## config.mk

```make
export PLATFORM = sky130hd
export DESIGN_NAME = wb_intercon_n
export DESIGN_NICKNAME = d
export VERILOG_FILES = /design/src/rtl/wb_intercon_n.sv
export SDC_FILE = /design/constraint.sdc
export NUM_CORES = 1
export LEC_CHECK = 0
export ABC_AREA = 1
export BUFFER_PORTS_ARGS = -buffer_cell sky130_fd_sc_hd__buf_2
export CAP_MARGIN = 10
export CORE_AREA = 2 2 122 124
export CTS_CLUSTER_SIZE = 40
export DETAILED_ROUTE_END_ITERATION = 8
export DIE_AREA = 0 0 124 126
export PLACE_DENSITY = 0.42
export SLEW_MARGIN = 20
export SYNTH_ARGS = -nofsm -noshare
export SYNTH_HDL_FRONTEND = slang
export SYNTH_SLANG_ARGS = --single-unit
```

## constraint.sdc

```tcl
create_clock -name clk_i -period 1.95 [get_ports clk_i]
set_clock_uncertainty 0.05 [all_clocks]
set_input_delay 0.4875 -clock clk_i [delete_from_list [all_inputs] [get_ports clk_i]]
set_output_delay 0.4875 -clock clk_i [all_outputs]
set_load 0.01 [all_outputs]
```

## src/rtl/wb_intercon_n.sv

```systemverilog
// ---------------------------------------------------------------------------
// wb_intercon_n
// Shared-bus Wishbone interconnect: one master, NSLAVES slaves.
//
// The master address is decoded against per-slave mask/match pairs. The
// lowest-numbered matching slave is latched into a one-hot select register.
// cyc/stb are then gated to that slave only, and its ack/read data are
// returned to the master. Unmapped addresses return a one-cycle bus error.
// A watchdog converts a silent slave into a bus error after TIMEOUT cycles.
//
// Ports
//   clk_i, rst_i    clock, synchronous active-high reset
//   wbm_*_i/_o      master side (adr, dat, sel, we, cyc, stb in;
//                   dat, ack, err out)
//   wbs_adr/dat/sel/we_o
//                   address, write data, byte selects and write enable,
//                   broadcast to every slave
//   wbs_cyc/stb_o   per-slave cycle/strobe, one-hot or zero
//   wbs_dat_i       packed slave read data, slave k at [k*DATA_W +: DATA_W]
//   wbs_ack_i       per-slave ack
// ---------------------------------------------------------------------------
module wb_intercon_n #(
  parameter int                        NSLAVES    = 4,
  parameter int                        ADDR_W     = 32,
  parameter int                        DATA_W     = 32,
  parameter int                        SEL_W      = DATA_W / 8,
  parameter logic [NSLAVES*ADDR_W-1:0] SLAVE_MASK = '0,
  parameter logic [NSLAVES*ADDR_W-1:0] SLAVE_ADDR = '0,
  parameter int                        TIMEOUT    = 255
) (
  input  logic                      clk_i,
  input  logic                      rst_i,
  input  logic [ADDR_W-1:0]         wbm_adr_i,
  input  logic [DATA_W-1:0]         wbm_dat_i,
  input  logic [SEL_W-1:0]          wbm_sel_i,
  input  logic                      wbm_we_i,
  input  logic                      wbm_cyc_i,
  input  logic                      wbm_stb_i,
  output logic [DATA_W-1:0]         wbm_dat_o,
  output logic                      wbm_ack_o,
  output logic                      wbm_err_o,
  output logic [ADDR_W-1:0]         wbs_adr_o,
  output logic [DATA_W-1:0]         wbs_dat_o,
  output logic [SEL_W-1:0]          wbs_sel_o,
  output logic                      wbs_we_o,
  output logic [NSLAVES-1:0]        wbs_cyc_o,
  output logic [NSLAVES-1:0]        wbs_stb_o,
  input  logic [NSLAVES*DATA_W-1:0] wbs_dat_i,
  input  logic [NSLAVES-1:0]        wbs_ack_i
);

  // A watchdog-off build still needs a 1-bit counter to keep widths legal.
  localparam int               CNT_W    = (TIMEOUT > 0) ? $clog2(TIMEOUT + 1) : 1;
  localparam logic [CNT_W-1:0] CNT_LAST = (TIMEOUT > 0) ? CNT_W'(TIMEOUT - 1) : '0;
  localparam logic [CNT_W-1:0] CNT_MAX  = '1;

  typedef enum logic [1:0] {
    IDLE,
    ACTIVE,
    ERR
  } state_t;

  state_t              state_q, state_d;
  logic [NSLAVES-1:0]  sel_q, sel_d;
  logic [CNT_W-1:0]    cnt_q, cnt_d;
  logic [NSLAVES-1:0]  hit;
  logic [NSLAVES-1:0]  hit_lowest;
  logic                ack_sel;
  logic [DATA_W-1:0]   rdata_sel;

  // Request fields go to every slave unconditionally; only cyc/stb select.
  assign wbs_adr_o = wbm_adr_i;
  assign wbs_dat_o = wbm_dat_i;
  assign wbs_sel_o = wbm_sel_i;
  assign wbs_we_o  = wbm_we_i;

  // Address decode against every mask/match pair.
  always_comb begin
    hit = '0;
    for (int k = 0; k < NSLAVES; k++) begin
      hit[k] = ((wbm_adr_i & SLAVE_MASK[k*ADDR_W +: ADDR_W]) ==
                SLAVE_ADDR[k*ADDR_W +: ADDR_W]);
    end
  end

  // x & -x isolates the lowest set bit, so the lowest-numbered slave wins
  // on overlapping windows.
  assign hit_lowest = hit & (~hit + NSLAVES'(1));

  // Return path. sel_q is one-hot or zero, so an AND-OR mux is enough, and
  // it yields zero data when nothing is selected.
  assign ack_sel = |(wbs_ack_i & sel_q);

  always_comb begin
    rdata_sel = '0;
    for (int k = 0; k < NSLAVES; k++) begin
      if (sel_q[k]) begin
        rdata_sel = rdata_sel | wbs_dat_i[k*DATA_W +: DATA_W];
      end
    end
  end

  // State, select and watchdog registers.
  always_ff @(posedge clk_i) begin
    if (rst_i) begin
      state_q <= IDLE;
      sel_q   <= '0;
      cnt_q   <= '0;
    end else begin
      state_q <= state_d;
      sel_q   <= sel_d;
      cnt_q   <= cnt_d;
    end
  end

  // Next-state logic and all master/slave handshake outputs.
  always_comb begin
    state_d   = state_q;
    sel_d     = sel_q;
    cnt_d     = cnt_q;
    wbs_cyc_o = '0;
    wbs_stb_o = '0;
    wbm_ack_o = 1'b0;
    wbm_err_o = 1'b0;
    wbm_dat_o = '0;

    case (state_q)
      IDLE: begin
        if (wbm_cyc_i && wbm_stb_i) begin
          if (|hit) begin
            sel_d   = hit_lowest;
            cnt_d   = '0;
            state_d = ACTIVE;
          end else begin
            state_d = ERR;
          end
        end
      end

      ACTIVE: begin
        wbs_cyc_o = sel_q & {NSLAVES{wbm_cyc_i}};
        wbs_stb_o = sel_q & {NSLAVES{wbm_stb_i}};
        wbm_ack_o = ack_sel;
        wbm_dat_o = rdata_sel;
        // An ack or a master abort ends the transfer. An ack on the
        // timeout cycle therefore takes priority over the watchdog.
        if (ack_sel || !wbm_cyc_i) begin
          sel_d   = '0;
          state_d = IDLE;
        end else if ((TIMEOUT != 0) && (cnt_q == CNT_LAST)) begin
          sel_d   = '0;
          state_d = ERR;
        end else if (cnt_q != CNT_MAX) begin
          cnt_d = cnt_q + CNT_W'(1);
        end
      end

      ERR: begin
        wbm_err_o = 1'b1;
        state_d   = IDLE;
      end

      default: begin
        sel_d   = '0;
        state_d = IDLE;
      end
    endcase
  end

endmodule

```

# Word-level counts from Yosys, hierarchy flattened
# Index checks and enable logic that the tools add are counted.
word_totals:
  ramBits: 0
  n_memories: 0
  input_bits: 205
  romBits: 0
  latchBits: 0
  register_bits: 14
  elab_cells: 51
  out_inout_bits: 111
classes:
  n_mux: 22
  add_sub_neg: 1
  n_div: 0
  n_bitwise: 7
  n_shift: 0
  eq_ne: 9
  n_reduce_logical: 9
  mul: 0
  n_lt_le_gt_ge: 0
ops:
  columns: ["operator", "n"]
  rows:
  - ["2-to-1 mux 32 bit", 5]
  - ["OR 32 bit", 3]
  - ["2-to-1 mux 8 bit", 4]
  - ["2-to-1 mux 4 bit", 5]
  - ["case mux 8 bit (2 select lines)", 1]
  - ["AND 4 bit", 3]
  - ["case mux 4 bit (3 select lines)", 1]
  - ["adder 8 x 1 -> 8 bit (second input constant)", 1]
  - ["equality test 8 bit (second input constant)", 1]
  - ["inequality test 2 bit (second input constant)", 4]
  - ["inequality test 8 bit (second input constant)", 1]
  - ["2-to-1 mux 2 bit", 3]
  - ["AND reduction 5 bit", 1]
  - ["case mux 2 bit (2 select lines)", 1]
  - ["OR reduction 4 bit", 1]
  - ["inequality test 3 bit (second input constant)", 1]
  - ["AND reduction 3 bit", 1]
  - ["equality test 2 x 1 -> 1 bit (second input constant)", 1]
  - ["equality test 2 bit (second input constant)", 1]
  - ["zero test 2 bit", 1]
  - ["2-to-1 mux 1 bit", 2]
  - ["AND reduction 2 bit", 1]
  - ["nonzero test 2 bit", 1]
  - ["logical AND 1 bit", 1]
  - ["3 further kinds", 3]

# Depth between registers and ports, before layout
# Gate-level depths: netlist of the first run.
depth:
  word_depth: 8
  ltp_mapped: 10
  ltp_nobuf: 10

# Worst setup path after synthesis of the first run
# No wires, ideal clock.
synth_timing:
  path_type: "register to output"
  from: "reg state_q[0]"
  to: "out wbm_dat_o[0]"
  arrival_ps: 985
  path_stages_with_launch: 5
  path_slack_ps: 427
  n_path_buf: 2
  required_time_ps: 1412
  cell_sequence: "dfxtp_1 nand2_1 buf_2 buf_2 nor2_1"
synth_between:
  elab_chain_cells: 2
synth_rtl:
  columns: ["item", "line", "text"]
  rows:
  - ["start, declared", "63", "state_t state_q, state_d;"]
  - ["start signal, assigned", "110", "state_q <= state_d;"]
  - ["equality test 2 x 1 -> 1 bit", "127", "case (state_q)"]
  - ["2-to-1 mux 32 bit", "127", null]
  - ["end, declared", "39", "output logic [DATA_W-1:0] wbm_dat_o,"]
# Every way passes these cells.

# Worst setup path after layout of the first run
layout_timing:
  from: "reg sel_q[0]"
  to: "out wbs_stb_o[0]"
layout_between:
  elab_chain_cells: 2
layout_rtl:
  columns: ["item", "line", "text"]
  rows:
  - ["start, declared", "64", "logic [NSLAVES-1:0] sel_q, sel_d;"]
  - ["start signal, assigned", "111", "sel_q <= sel_d;"]
  - ["AND 4 bit", "142", "wbs_stb_o = sel_q & {NSLAVES{wbm_stb_i}};"]
  - ["2-to-1 mux 4 bit", "127", null]
  - ["end, declared", "47", "output logic [NSLAVES-1:0] wbs_stb_o,"]
# Every way passes these cells.

==> results of run 1 <==
tightest hold or removal path: cells and delay by family, from the launching register on:
kind | cells | cell delay, ns
DFF | 1 | 0.33
and+or+nand+nor | 2 | 0.13
through the flow:
step	worst slack (ns)	hold WS, ns
5_1_grt	0.0325	0.484
3_3_place_gp	0.355	0.444
2_1_floorplan	0.427	0.419
3_5_place_dp	0.359	0.450
6_report	0.173	0.455
4_1_cts	0.101	0.458
layout by cell type (no fill, tap or decap), types with 2 or more instances in the layout:
cell type,count
buf_2,72
nand2_4,2
buf_4,6
a21oi_2,2
a21oi_1,7
inv_1,11
clkbuf_16,3
nor3_1,2
nand2_1,56
conb_1,6
nand2_2,4
nand3_1,10
nor2_1,50
dfxtp_1,11
nand3b_1,2
ha_1,2
final cells by class:
cell class / instances / share of cell area (%)
multi-input combinational: 150 / 41.0
timing repair buffer: 78 / 24.4
tap: 184 / 13.9
sequential: 11 / 13.3
clock buffer: 4 / 4.75
inverter: 12 / 2.71
logic make-up (layout without fill, tap and decap cells):
kind of cell / count (synthesis) / count (layout) / share of synthesized area [%]
buffers and inverters: 95 / 94 / 42.6
AOI/OAI and AO/OA: 11 / 11 / 4.34
other: 1 / 6 / 0.245
and+or+nand+nor: 129 / 129 / 35.7
DFF: 11 / 11 / 14.4
adders and majority gates: 2 / 2 / 1.64
xor gates and xnor gates: 2 / 2 / 1.15
worst max-delay path by stage:
| stage | from | to | slack (ns) | cells past startpoint |
|---|---|---|---|---|
| 4_1_cts | state_q[1] | wbm_dat_o[23] | 0.10 | 5 |
| 5_1_grt | sel_q[0] | wbs_stb_o[0] | 0.03 | 4 |
| 3_5_place_dp | state_q[1] | wbm_dat_o[23] | 0.36 | 5 |
| 2_1_floorplan | state_q[0] | wbm_dat_o[0] | 0.43 | 4 |
| 3_3_place_gp | state_q[0] | cnt_q[6] | 0.35 | 8 |
| 6_report | sel_q[0] | wbs_stb_o[0] | 0.17 | 4 |
power groups by stage:
stage	clock network, µW	registers, µW	logic (µW)
after floorplan	0	242	245
after detailed placement	0	246	160
after global placement	0	245	159
after global routing	402	243	184
final	379	242	158
after CTS	394	242	161
routing by layer:
metal / up-vias / GRT usage, %
met5: - / 0
met4: 0 / 2.05
met3: 16 / 9.33
met2: 105 / 11.1
met1: 617 / 4.00
li1: 691 / -
state kept, by name, summed over array words and instances, names as in the netlist:
name,flops
state_q,2
sel_q,1
cnt_q,8
==> impl_metrics.csv, run 1 <==
group,metric,value,unit
synthesis,ys_ff_latch,11,
die,fp.dieH,126,µm
pwr,power_leakage,0.000771,µW
pwr,clockPowerShare,48.7,%
cells_and_area,drive_gt1_share,36.5,%
clock_network,holdBufCountCts,0,
critical_path,critical-path-slowest-cell,"dfxtp_1",
critical_path,worst-path-max-fanout,12,
status,outcome,"complete, no violations",
critical_path,crit_type,"flop to output port",
pwr,p_sw,207,µW
placed_design,dp_cells,435,
synthesis,ys_top_cells_by_count,"buf_4, nand2_1, nor2_1, dfxtp_1, inv_1",
die,core,14300,µm²
timing,finalCriticalPeriod,1.78,ns
cells_and_area,multi_input_area,679,µm²
detailed_routing,met1Wirelength,1360,µm
placed_design,place_area,1580,µm²
cells_and_area,fin_area,1660,µm²
worst_hold_path,hold_start,"cnt_q[7]",
detailed_routing,vias_per_cell,3.26,
synthesis,ys_seq_area_share,14.4,%
detailed_routing,wl_met3,1700,µm
pwr,power.density,469,nW/µm²
die,dieWidth,124,µm
die,rows,44,
cells_and_area,syn_to_final_growth,8.51,%
pwr,internal_power,572,µW
critical_path,end_kind,"output port",
detailed_routing,drc,0,
clock_network,numCtsBuffers,3,
pwr,power.total,778,µW
clock_network,cts-root-buf,"clkbuf_16",
run,cap_violations,0,
timing,tns,0,ns
detailed_routing,dr_wl_met2,2500,µm
critical_path,cpLargestDelayFamily,"flip-flops",
grt,antenna_found_initial,0,
synthesis,ys_warn_count,0,
timing,finalSetupViolations,0,
critical_path,required,1.41,ns
critical_path,crit_buf_inv,2,
clock_network,post_cts_resize_count,0,
timing,hold_viol_final,0,
pwr,vdd_ir_drop_max,0.000306,V
synthesis,synth-edff-count,0,
synthesis,synth_most_common_cell,"buf_4",
cells_and_area,regArea,220,µm²
synthesis,synth_area_per_cell,6.09,µm²
critical_path,r2r_setup_slack,0.40,ns
cells_and_area,diodes,0,
clock_network,cts_sinks,11,
critical_path,cp-start-kind,"flop",
die,die_area,15600,µm²
worst_hold_path,hold_end,"cnt_q[7]",
pwr,seqPwrFrac,31.1,%
synthesis,synth_top_cell_by_area,"buf_4",
grt,grt_pass1_wl,7450,µm
die,io_pins,316,
critical_path,r2r-start,"cnt_q[0]",
critical_path,max_stage_delay,0.42,ns
worst_hold_path,hold_depth,2,
synthesis,syn_inst,251,
clock_network,path_clk_slew,0.04,ns
clock_network,h-tree-depth,1,
timing,period_share,91.1,%
placed_design,dp_hpwl,5090,µm
detailed_routing,routed.top_layer,"met4",
synthesis,ys_types,25,
grt,globalRouteOverflowTotal,0,
timing,fmax,563,MHz
detailed_routing,drt_pass1_iterations,4,
critical_path,r2r_cells,10,
synthesis,syn-cell-area,1530,µm²
cells_and_area,num-fill-cells,1677,
detailed_routing,wl_per_cell,13.0,µm
timing,rsz0062_at_grt,"no",
cells_and_area,final_util,11.6,%
critical_path,arrival,1.24,ns
detailed_routing,wirelength,5730,µm
grt,grt_pass1_vias,1326,
critical_path,worst_r2r_endpoint,"cnt_q[6]",
clock_network,postCtsSetupRepairBufs,0,
detailed_routing,vias,1429,
detailed_routing,final_antenna_net_count,0,
grt,grt_max_degree,18,
cells_and_area,instances_no_fill,439,
clock_network,clk_latency,0.24,ns
grt,grt_usage,6.73,%
clock_network,cts_max_path_buffers,2,
synthesis,yosys-top-cells-area,"buf_4, dfxtp_1, nand2_1, nor2_1, nand3_1",
pwr,power_frac_comb,20.3,%
synthesis,synth_top_area_share,36.8,%
pwr,switching_share,26.6,%
critical_path,crit_chain,"buf_4, nand2_1, nor2_1, buf_2",
worst_hold_path,hp-class,"flop to flop",
clock_network,cts_tree,"yes",
synthesis,synth_ff_type,"dfxtp_1",
timing,drv_slew,0,
placed_design,place.gp.congestion,0.763,
placed_design,io_buffers,72,
synthesis,synthArstFlopShare,0,%
die,initial_utilization,10.7,%
cells_and_area,nets,463,
detailed_routing,drt-initial-drc-count,37,
(Power assumes the default switching activity.)
==> inputs of run 2 (changes only) <==
--- a/config.mk
+++ b/config.mk
@@ -8,11 +8,11 @@
 export ABC_AREA = 1
 export BUFFER_PORTS_ARGS = -buffer_cell sky130_fd_sc_hd__buf_2
 export CAP_MARGIN = 10
-export CORE_AREA = 2 2 122 124
+export CORE_AREA = 10 10 114 116
 export CTS_CLUSTER_SIZE = 40
 export DETAILED_ROUTE_END_ITERATION = 8
 export DIE_AREA = 0 0 124 126
-export PLACE_DENSITY = 0.42
+export PLACE_DENSITY = 0.52
 export SLEW_MARGIN = 20
 export SYNTH_ARGS = -nofsm -noshare
 export SYNTH_HDL_FRONTEND = slang
==> run 2 against run 1 <==
Effect of this change:
- via count fell by 0.21%
- combinational power barely moved
- flip-flop and latch count did not move
- clock-buffer cell count did not move
- sequential share of layout area rose by 0.75 points
- sequential power barely moved
- worst hold slack got worse by 0.0059 ns
- register-to-register slack improved by 0.02 ns
- critical path type unchanged
==> impl_metrics.csv, run 2 (synthesis results as in run 1) <==
group,metric,value,unit
critical_path,required,1.41,ns
clock_network,postCtsSetupRepairBufs,0,
cells_and_area,top_register,"cnt_q",
timing,rsz0062_at_grt,"no",
detailed_routing,final_antenna_net_count,0,
clock_network,numCtsBuffers,3,
clock_network,h-tree-depth,1,
critical_path,crit_type,"flop to output port",
critical_path,crit_chain,"buf_12, nand2_1, nor2_1, buf_2",
clock_network,holdBufCountCts,0,
die,rows,38,
die,initial_utilization,14.3,%
detailed_routing,wl_per_cell,17.1,µm
clock_network,cts-root-buf,"clkbuf_8",
timing,period_share,87.7,%
detailed_routing,vias,1426,
grt,grt_usage,7.70,%
die,io_pins,316,
pwr,vdd_ir_drop_max,0.000155,V
grt,grt_pass1_wl,8870,µm
die,core,10700,µm²
cells_and_area,largest_reg_flops,8,
clock_network,post_cts_resize_count,0,
grt,globalRouteOverflowTotal,0,
placed_design,dp_hpwl,6000,µm
critical_path,arrival,1.17,ns
cells_and_area,diodes,0,
run,cap_violations,0,
detailed_routing,drt_pass1_iterations,4,
placed_design,io_buffers,72,
detailed_routing,vias_per_cell,3.64,
detailed_routing,wirelength,6700,µm
timing,finalSetupViolations,0,
critical_path,r2r_setup_slack,0.42,ns
cells_and_area,drive_gt1_share,35.3,%
timing,drv_slew,0,
grt,grt_pass1_vias,1323,
placed_design,place.gp.congestion,0.846,
cells_and_area,final_cell_mix,"buf_2, nand2_1, nor2_1, inv_1, dfxtp_1",
grt,grt_max_degree,35,
cells_and_area,final_common_cell,"buf_2",
die,dieWidth,124,µm
pwr,power_leakage,0.000750,µW
clock_network,cts_tree,"yes",
clock_network,clk_latency,0.24,ns
timing,fmax,585,MHz
critical_path,worst-path-max-fanout,34,
pwr,power.density,400,nW/µm²
detailed_routing,drt-initial-drc-count,34,
critical_path,critical-path-slowest-cell,"dfxtp_1",
timing,hold_viol_final,0,
die,fp.dieH,126,µm
detailed_routing,drc,0,
cells_and_area,syn_to_final_growth,2.70,%
critical_path,max_stage_delay,0.38,ns
critical_path,end_kind,"output port",
pwr,power.total,629,µW
cells_and_area,nets,460,
timing,tns,0,ns
critical_path,cp-start-kind,"flop",
clock_network,cts_sinks,11,
worst_hold_path,hp-class,"flop to flop",
timing,finalCriticalPeriod,1.71,ns
clock_network,cts_max_path_buffers,2,
die,die_area,15600,µm²
cells_and_area,reg_top3,"cnt_q: 8 flops, state_q: 2 flops, sel_q: 1 flops",
status,outcome,"complete, no violations",
clock_network,path_clk_slew,0.05,ns
grt,antenna_found_initial,0,
run 2: cell types whose count changed in the layout (fill, tap and decap cells not counted):
cell       before  now
clkbuf_16       3    0
nand2_1        56   57
clkbuf_8        0    3
nand2_2         4    3
buf_4           6    1
buf_12          0    2
run 2: worst max-delay path, delay by kind of cell (launching register included):
family                 cells  cell delay (ns)
DFF                        1             0.38
buffers and inverters      2             0.35
and+or+nand+nor            2             0.19
run 2: routing by layer:
metal	wire length, µm	track usage [%]	vias to the layer above	part of all wire, %
li1	-	-	687	-
met1	1670	5.63	604	25
met2	2460	10.1	102	37
met3	2330	12.3	33	35
met4	234	2.57	0	3.5
met5	0	0	-	0
run 2: area by class of cell:
class,count,area (µm²)
clock buffers,4,45.0
repair buffers,75,408
flip-flops and latches,11,220
fillers,1261,9130
inverters,12,45.0
multi-input cells,150,677
well taps,140,175
run 2: stage by stage:
stage	hold slack [ns]	util, %	cells	worst slack, ns	instance area [µm²]
after floorplan	0.419	-	256	0.427	1550
after global placement	0.439	14.3	388	0.422	1530
after detailed placement	0.442	14.3	388	0.440	1530
after CTS	0.449	14.7	392	0.208	1570
after global routing	0.481	14.7	392	0.132	1570
final	0.449	14.7	392	0.240	1570
run 2: worst paths after layout:
path / to / startpoint / depth (start not counted)
max reg2reg: cnt_q[6] / cnt_q[0] / 10
min: cnt_q[7] / cnt_q[7] / 2
min reg2reg: cnt_q[7] / cnt_q[7] / 2
max: wbm_dat_o[5] / sel_q[0] / 4
run 2: where the power goes:
part / total (µW) / internal (µW) / switching (µW)
sequential: 240 / 233 / 6.95
combinational: 160 / 65.0 / 95.2
clock: 229 / 143 / 85.1
==> inputs of run 3 (changes only) <==
--- a/config.mk
+++ b/config.mk
@@ -12,6 +12,7 @@
 export CTS_CLUSTER_SIZE = 40
 export DETAILED_ROUTE_END_ITERATION = 8
 export DIE_AREA = 0 0 124 126
+export MAX_ROUTING_LAYER = met4
 export PLACE_DENSITY = 0.52
 export SLEW_MARGIN = 20
 export SYNTH_ARGS = -nofsm -noshare
==> run 3 against run 2 <==
Effect of this change:
- global-route usage increased by 0.23 points
- sequential power about the same
- wire length about the same
- clock power about the same
- cell count unchanged
- highest routed layer unchanged
- via count decreased by 0.91%
- utilization unchanged
- critical path depth unchanged
- combinational power about the same
- largest power group unchanged
- largest cell class unchanged
==> impl_metrics.csv, run 3 (synthesis results as in run 1) <==
group,metric,value,unit
clock_network,clk_latency,0.24,ns
critical_path,r2r_cells,10,
critical_path,required,1.41,ns
timing,finalCriticalPeriod,1.71,ns
pwr,power_leakage,0.000750,µW
critical_path,cpLargestDelayFamily,"flip-flops",
timing,rsz0062_at_grt,"no",
clock_network,cts_max_path_buffers,2,
cells_and_area,diodes,0,
clock_network,post_cts_resize_count,0,
clock_network,path_clk_slew,0.05,ns
timing,hold_ws,0.454,ns
cells_and_area,final_cell_mix,"buf_2, nand2_1, nor2_1, inv_1, dfxtp_1",
grt,antenna_found_initial,0,
die,rows,38,
detailed_routing,drc,0,
pwr,power_frac_comb,25.5,%
placed_design,dp_hpwl,6000,µm
worst_hold_path,hold_depth,2,
critical_path,end_kind,"output port",
detailed_routing,vias_per_cell,3.60,
grt,grt_pass1_wl,8870,µm
timing,finalSetupViolations,0,
clock_network,cts_sinks,11,
timing,drv_slew,0,
die,fp.dieH,126,µm
cells_and_area,reg_top3,"cnt_q: 8 flops, state_q: 2 flops, sel_q: 1 flops",
critical_path,worst-path-stages,4,
detailed_routing,final_antenna_net_count,0,
pwr,clockPowerShare,36.2,%
pwr,power.total,628,µW
timing,tns,0,ns
die,dieWidth,124,µm
worst_hold_path,hp-class,"flop to flop",
cells_and_area,nets,460,
die,core,10700,µm²
critical_path,worst-path-max-fanout,34,
cells_and_area,multi_input_area,677,µm²
pwr,switching_share,29.7,%
grt,grt_pass1_vias,1324,
pwr,p_sw,187,µW
timing,period_share,87.7,%
critical_path,crit_chain,"buf_12, nand2_1, nor2_1, buf_2",
critical_path,max_stage_delay,0.39,ns
clock_network,holdBufCountCts,0,
critical_path,cp-start-kind,"flop",
grt,grt_usage,7.93,%
timing,hold_viol_final,0,
detailed_routing,wirelength,6700,µm
clock_network,postCtsSetupRepairBufs,0,
detailed_routing,wl_per_cell,17.1,µm
detailed_routing,drt_pass1_iterations,4,
clock_network,numCtsBuffers,3,
status,outcome,"complete, no violations",
detailed_routing,drt-initial-drc-count,43,
clock_network,cts-root-buf,"clkbuf_8",
pwr,power.density,400,nW/µm²
cells_and_area,num-fill-cells,1261,
placed_design,place.gp.congestion,0.859,
cells_and_area,largest_reg_flops,8,
pwr,internal_power,441,µW
pwr,vdd_ir_drop_max,0.000156,V
cells_and_area,drive_gt1_share,35.3,%
critical_path,critical-path-slowest-cell,"dfxtp_1",
cells_and_area,regArea,220,µm²
clock_network,h-tree-depth,1,
clock_network,cts_tree,"yes",
cells_and_area,final_common_cell,"buf_2",
run,cap_violations,0,
placed_design,io_buffers,72,
die,io_pins,316,
pwr,seqPwrFrac,38.2,%
cells_and_area,syn_to_final_growth,2.70,%
cells_and_area,top_register,"cnt_q",
critical_path,crit_type,"flop to output port",
critical_path,crit_buf_inv,2,
die,initial_utilization,14.3,%
critical_path,arrival,1.17,ns
grt,globalRouteOverflowTotal,0,
timing,fmax,585,MHz
grt,grt_max_degree,35,
die,die_area,15600,µm²
detailed_routing,vias,1413,
-- run 3: cell counts in the layout (fill, tap and decap cells not counted) --
Identical to the previous run, type by type.
-- run 3: per-layer routing --
metal  GRT usage, %  wire length, µm  vias to the layer above
met5              -                0                        -
li1               -                -                      685
met3           12.4             2320                       35
met1           5.56             1680                      597
met2           10.1             2470                       96
met4           2.57              230                        0
-- run 3: power groups by stage --
stage          sequential, µW  clock (µW)  combinational, µW
4_1_cts                   240         240                163
3_3_place_gp              244           0                158
6_report                  240         228                160
3_5_place_dp              244           0                162
5_1_grt                   242         253                182
2_1_floorplan             242           0                245
-- run 3: per-stage QoR --
stage | util (%) | instance area [µm²] | instances | setup slack, ns
2_1_floorplan | - | 1550 | 256 | 0.427
3_3_place_gp | 14.3 | 1530 | 388 | 0.422
3_5_place_dp | 14.3 | 1530 | 388 | 0.440
4_1_cts | 14.7 | 1570 | 392 | 0.208
5_1_grt | 14.7 | 1570 | 392 | 0.131
6_report | 14.7 | 1570 | 392 | 0.241
-- run 3: worst paths after layout --
check / end / start / slack, ns
worst min-delay path: cnt_q[7] / cnt_q[7] / 0.45
worst max register to register: cnt_q[6] / cnt_q[0] / 0.42
worst min register to register: cnt_q[7] / cnt_q[7] / 0.45
worst max-delay path: wbm_dat_o[5] / sel_q[0] / 0.24
-- run 3: cell type report --
type / instances / area share, %
multi-input cells: 150 / 43.1
well taps: 140 / 11.2
inverters: 12 / 2.87
repair buffers: 75 / 26.0
clock buffers: 4 / 2.87
flip-flops and latches: 11 / 14.0
-- run 3: worst reg2reg max path: cells and delay by family, from the launching register on --
kind | cells | cell delay [ns]
flip-flops | 1 | 0.37
AO/OA/AOI/OAI | 1 | 0.19
buffers and inverters | 3 | 0.19
AND/OR/NAND/NOR | 5 | 0.44
adder cells (fa/ha/maj) | 1 | 0.19
